[config.mk]
export PLATFORM = sky130hd
export DESIGN_NAME = booth_pp_accumulator_flat
export DESIGN_NICKNAME = d
export VERILOG_FILES = /design/src/rtl/booth_pp_if.sv /design/src/rtl/booth_pp_accumulator.sv /design/src/flat_wrapper.sv
export SDC_FILE = /design/constraint.sdc
export NUM_CORES = 2
export LEC_CHECK = 0
export CORE_MARGIN = 2
export CORE_UTILIZATION = 40
export CTS_CLUSTER_SIZE = 24
export DETAILED_ROUTE_END_ITERATION = 8
export GPL_ROUTABILITY_DRIVEN = 0
export PLACE_DENSITY_LB_ADDON = 0.12
export SLEW_MARGIN = 15
export SYNTH_ARGS = -nofsm -noshare
export SYNTH_HDL_FRONTEND = slang
export SYNTH_SLANG_ARGS = --single-unit
[constraint.sdc]
create_clock -name clk -period 24.2 [get_ports clk]
set_input_delay 4.84 -clock clk [delete_from_list [all_inputs] [get_ports clk]]
set_output_delay 4.84 -clock clk [all_outputs]
set_load 0.05 [all_outputs]
[src/rtl/booth_pp_if.sv]
// booth_pp_if: valid/ready bus between the Booth partial-product source and the accumulator
interface booth_pp_if #(
    parameter int DATA_WIDTH = 32,
    parameter int NUM_TERMS  = 12
);
    localparam int TW = 2 * DATA_WIDTH;
    logic                    in_valid;
    logic                    in_ready;
    logic [NUM_TERMS*TW-1:0] terms_in;
    logic                    clear;
    logic                    out_valid;
    logic                    out_ready;
    logic [TW-1:0]           product;
    logic                    busy;
    modport master (
        output in_valid, terms_in, clear, out_ready,
        input  in_ready, out_valid, product, busy
    );
    modport slave (
        input  in_valid, terms_in, clear, out_ready,
        output in_ready, out_valid, product, busy
    );
endinterface

[src/rtl/booth_pp_accumulator.sv]
// booth_pp_accumulator: sequentially sums a vector of pre-weighted Booth partial products
module booth_pp_accumulator #(
    parameter int DATA_WIDTH      = 32,
    parameter int NUM_TERMS       = 12,
    parameter int TERMS_PER_CYCLE = 1
) (
    input logic       clk,
    input logic       rst,
    booth_pp_if.slave bus
);
    localparam int TW = 2 * DATA_WIDTH;
    localparam int IW = $clog2(NUM_TERMS + 2);
    localparam logic [IW-1:0] NT   = IW'(NUM_TERMS);
    localparam logic [IW-1:0] STEP = IW'(TERMS_PER_CYCLE);
    typedef enum logic [1:0] {IDLE, ACCUM, DONE} state_t;
    state_t                  state_q, state_d;
    logic [NUM_TERMS*TW-1:0] terms_q, terms_d;
    logic [TW-1:0]           acc_q, acc_d;
    logic [TW-1:0]           product_q, product_d;
    logic [TW-1:0]           sum;
    logic [IW-1:0]           idx_q, idx_d;
    logic                    out_valid_q, out_valid_d;
    logic                    accept;
    logic                    last;
    // Handshake qualifiers: a vector is taken only in IDLE, out of reset, and never alongside clear
    always_comb begin
        accept = bus.in_valid && (state_q == IDLE) && !rst && !bus.clear;
        last   = (idx_q + STEP) >= NT;
    end
    // Running sum plus the term(s) addressed by idx; the second term only exists when in range
    always_comb begin
        sum = acc_q;
        for (int i = 0; i < NUM_TERMS; i++)
            if (IW'(i) == idx_q || (TERMS_PER_CYCLE == 2 && IW'(i) == idx_q + IW'(1)))
                sum = sum + terms_q[i*TW +: TW];
    end
    // Next-state: clear aborts ACCUM/DONE, the last group enters DONE, out_ready drains DONE
    always_comb begin
        state_d = (state_q == IDLE)  ? (accept ? ACCUM : IDLE) :
                  (state_q == ACCUM) ? (bus.clear ? IDLE : last ? DONE : ACCUM) :
                  (bus.clear || bus.out_ready) ? IDLE : DONE;
    end
    // Datapath next values: product only moves on DONE entry, partial sums are dropped on clear
    always_comb begin
        terms_d     = accept ? bus.terms_in : terms_q;
        acc_d       = accept ? '0 : (state_q == ACCUM) ? sum : acc_q;
        idx_d       = accept ? '0 : (state_q == ACCUM) ? idx_q + STEP : idx_q;
        product_d   = (state_q == ACCUM && !bus.clear && last) ? sum : product_q;
        out_valid_d = (state_q == ACCUM) ? (!bus.clear && last) :
                      (state_q == DONE)  ? !(bus.clear || bus.out_ready) : 1'b0;
    end
    // State and datapath registers with synchronous reset
    always_ff @(posedge clk) begin
        if (rst) begin
            state_q     <= IDLE;
            terms_q     <= '0;
            acc_q       <= '0;
            idx_q       <= '0;
            product_q   <= '0;
            out_valid_q <= 1'b0;
        end else begin
            state_q     <= state_d;
            terms_q     <= terms_d;
            acc_q       <= acc_d;
            idx_q       <= idx_d;
            product_q   <= product_d;
            out_valid_q <= out_valid_d;
        end
    end
    // Outputs: in_ready is combinational on state and rst only
    always_comb begin
        bus.in_ready  = (state_q == IDLE) && !rst;
        bus.out_valid = out_valid_q;
        bus.product   = product_q;
        bus.busy      = state_q != IDLE;
    end
endmodule
[src/flat_wrapper.sv]
// flat-port wrapper written by rule: the top's interface ports become plain ports
module booth_pp_accumulator_flat 
#(
    parameter int DATA_WIDTH      = 32,
    parameter int NUM_TERMS       = 12,
    parameter int TERMS_PER_CYCLE = 1
)
  (clk, rst, bus_in_valid, bus_terms_in, bus_clear, bus_out_ready, bus_in_ready, bus_out_valid, bus_product, bus_busy);
  booth_pp_if #(.DATA_WIDTH(DATA_WIDTH), .NUM_TERMS(NUM_TERMS)) bus_i ();
  input logic clk;
  input logic rst;
  input wire logic [$bits(bus_i.in_valid)-1:0] bus_in_valid;
  input wire logic [$bits(bus_i.terms_in)-1:0] bus_terms_in;
  input wire logic [$bits(bus_i.clear)-1:0] bus_clear;
  input wire logic [$bits(bus_i.out_ready)-1:0] bus_out_ready;
  output wire logic [$bits(bus_i.in_ready)-1:0] bus_in_ready;
  output wire logic [$bits(bus_i.out_valid)-1:0] bus_out_valid;
  output wire logic [$bits(bus_i.product)-1:0] bus_product;
  output wire logic [$bits(bus_i.busy)-1:0] bus_busy;
  assign bus_i.in_valid = bus_in_valid;
  assign bus_i.terms_in = bus_terms_in;
  assign bus_i.clear = bus_clear;
  assign bus_i.out_ready = bus_out_ready;
  assign bus_in_ready = bus_i.in_ready;
  assign bus_out_valid = bus_i.out_valid;
  assign bus_product = bus_i.product;
  assign bus_busy = bus_i.busy;
  booth_pp_accumulator #(.DATA_WIDTH(DATA_WIDTH), .NUM_TERMS(NUM_TERMS), .TERMS_PER_CYCLE(TERMS_PER_CYCLE)) u_core (.clk(clk), .rst(rst), .bus(bus_i));
endmodule
==> results.json <==
{
  "initial_core_util": 0.403,
  "ant_nets": 0,
  "irDropWorstVdd_mv": 0.0588,
  "syn_avg_cell_area_um2": 6.86,
  "slew_violations": 0,
  "async_flop_share": 0,
  "fin_crit_ns": 23.48,
  "seq_area_frac_synth": 0.211,
  "vias": 103000,
  "synth_cells": 12500,
  "yosysMostFrequentCell": "nand2_1",
  "synth_common_cells": "nand2_1, a21oi_1, dfxtp_1",
  "power_density_nw_per_um2": 47.1,
  "p_int_uw": 3300,
  "path_buf_inv": 16,
  "cp-end-kind": "flop",
  "switching_share": 0.370,
  "rows": 169,
  "port_buffers": 839,
  "die_x_um": 467,
  "die_h_um": 467,
  "worst_clock_skew_ns": 0.0409,
  "yosys.area.top_type": "dfxtp_1",
  "cp-start-kind": "flop",
  "viasPerCell": 6.06,
  "dpl_cell_area_um2": 105000,
  "cts_tree": "yes",
  "hpwl_um": 352000,
  "design_area_um2": 111000,
  "critPathMaxStageDelay_ns": 0.49,
  "power_switching_uw": 1930,
  "tightest_slew_ns": 1.37,
  "die_area_um2": 218000,
  "synthTopCellsByArea": "dfxtp_1, nand2_1, ha_1",
  "cap_violations": 0,
  "crit_type": "flop to flop",
  "status": "complete, no violations",
  "cp_common_cell": "buf_4",
  "worst_hold_slack_ns": 0.460,
  "yosysTopAreaCellShare": 0.211,
  "core_area_um2": 212000,
  "wl_um": 431000,
  "hold_path.class": "flop to flop",
  "fmax_ghz": 0.0426,
  "grt_first_pass_wirelength_um": 609000,
  "avgRoutedWirePerCell_um": 25.3,
  "maxSlewHeadroom": 0.0757,
  "cpLargestDelayFamily": "compound AO/OA/AOI/OAI gates",
  "drt-pass1-iter-count": 8,
  "drive_above_1_share": 0.151,
  "nFillCells": 21000,
  "antenna_found_initial": 22,
  "cts_buffers": 98,
  "leakage_uw": 0.0484,
  "num-nets-final": 15700,
  "grt_max_degree": 160,
  "drtIter0Drc": 11300,
  "syn_nets": 14000,
  "synth_ff_type": "dfxtp_1",
  "syn2layout_area_growth_pct": 29.7,
  "setup-violations-final": 0,
  "grt_pass1_vias": 96000,
  "ctsHtreeMaxLevel": 3,
  "p_seq_frac": 0.308,
  "synth-edff-count": 0,
  "grt-ovfl-total": 0,
  "hold_viol_final": 0,
  "ios": 840,
  "synth_seq_cells": 903,
  "pwr-share-comb": 0.384,
  "cp.required_ns": 24.95,
  "cts-root-buf": "clkbuf_16",
  "yosysUniqueCellTypes": 95,
  "period_share": 0.970,
  "critPathMaxFanout": 6,
  "synth.cell_area_um2": 85600,
  "cp.arrival_ns": 24.23,
  "track_usage": 0.372,
  "yosys_warnings": 0,
  "clock-sinks": 903,
  "crit_path_top_delay_cell": "a2111oi_4",
  "clockPowerShare": 0.309,
  "cts_hold_buf": 0,
  "clk_latency_ns": 0.82,
  "cts_buffer_depth": 3,
  "cts.clk_slew.worst_paths_ns": 0.08,
  "drc": 0
}
## cell families after synthesis
kind of cell             synth area share
AND/OR/NAND/NOR                     0.232
AO/OA/AOI/OAI                       0.317
XOR/XNOR                           0.0624
adder cells (fa/ha/maj)             0.115
flip-flops                          0.211
multiplexers                       0.0152
buffers and inverters              0.0466
## path summary, 6_finish.rpt
check / start / endpoint / slack [ns] / cells past startpoint
worst max-delay path: u_core.acc_q[0]$_SDFFE_PP0P_ / u_core.bus.product[63]$_SDFFE_PP0P_ / 0.72 / 120
worst min-delay path: u_core.bus.product[23]$_SDFFE_PP0P_ / u_core.bus.product[23]$_SDFFE_PP0P_ / 0.46 / 2
worst max register to register: u_core.acc_q[0]$_SDFFE_PP0P_ / u_core.bus.product[63]$_SDFFE_PP0P_ / 0.72 / 120
worst min register to register: u_core.bus.product[23]$_SDFFE_PP0P_ / u_core.bus.product[23]$_SDFFE_PP0P_ / 0.46 / 2
## cell usage in the layout (no fill, tap or decap), types with 98 or more instances in the layout
cell type and n:
a211oi_1 134, xnor2_1 359, a31oi_1 133, nand3_1 182, o21ai_0 655, nor2_1 806, nand4_1 190, ha_1 724
inv_1 334, a21oi_1 1759, dfxtp_1 899, xor2_1 225, nand2_1 2679, o211ai_1 110, nor3_1 155, buf_4 1437
clkbuf_16 98, o21a_1 143, a21o_1 447, o21bai_1 167, clkdlybuf4s50_1 838
## state kept, by name, summed over array words and instances, names as in the netlist
signal / count
u_core.acc_q: 64
u_core.bus.out_valid: 1
u_core.bus.product: 64
u_core.idx_q: 4
u_core.state_q: 2
u_core.terms_q: 768
## per-layer routing
| metal | global-route usage | routed length, um | part of all wire |
|---|---|---|---|
| met1 | 0.461 | 168000 | 0.39 |
| met2 | 0.563 | 180000 | 0.42 |
| met3 | 0.0779 | 42300 | 0.098 |
| met4 | 0.282 | 40400 | 0.094 |
| met5 | 0 | 70 | 0.00016 |
## power groups by stage
stage | logic, uW | clock network [uW] | registers, uW
global placement | 1850 | 0 | 1630
CTS | 1890 | 1630 | 1600
detailed placement | 1880 | 0 | 1630
global route | 2120 | 1690 | 1610
finish | 2010 | 1610 | 1610
floorplan | 1010 | 0 | 1590
## stage by stage
step                      power [uW]  worst slack, ns   util  instances  setup TNS [ns]
after floorplan                 2600             1.73      -      12500               0
final                           5230            0.724  0.523      17000               0
after CTS                       5130          0.00346  0.512      17000               0
after detailed placement        3510            -1.04  0.496      16800          -17.15
after global routing            5410           -0.303  0.523      17000           -3.61
after global placement          3490           -0.765  0.496      16800          -10.24
## final cells by class
| type | count | area [um2] | share of cell area |
|---|---|---|---|
| antenna | 10 | 25.0 | 0.000225 |
| clock buffer | 131 | 2770 | 0.0249 |
| clock inverter | 45 | 614 | 0.00553 |
| inverter | 334 | 1250 | 0.0113 |
| multi-input combinational | 10500 | 65500 | 0.590 |
| sequential | 903 | 18100 | 0.163 |
| tap | 2821 | 3530 | 0.0318 |
| timing repair buffer | 2280 | 19300 | 0.174 |
## what timing repair did
item,in CTS,in global routing
pin swaps,3,85
setup buffers,4,62
cloned,0,1
setup endpoints to repair,25,55
gates resized for setup,28,424
## worst min-delay path, stage by stage (launching register included)
cell and delay, ns:
dfxtp_1 0.31, nand2_1 0.05, a21oi_1 0.05
Note: power is estimated with default switching activity, not from simulation.
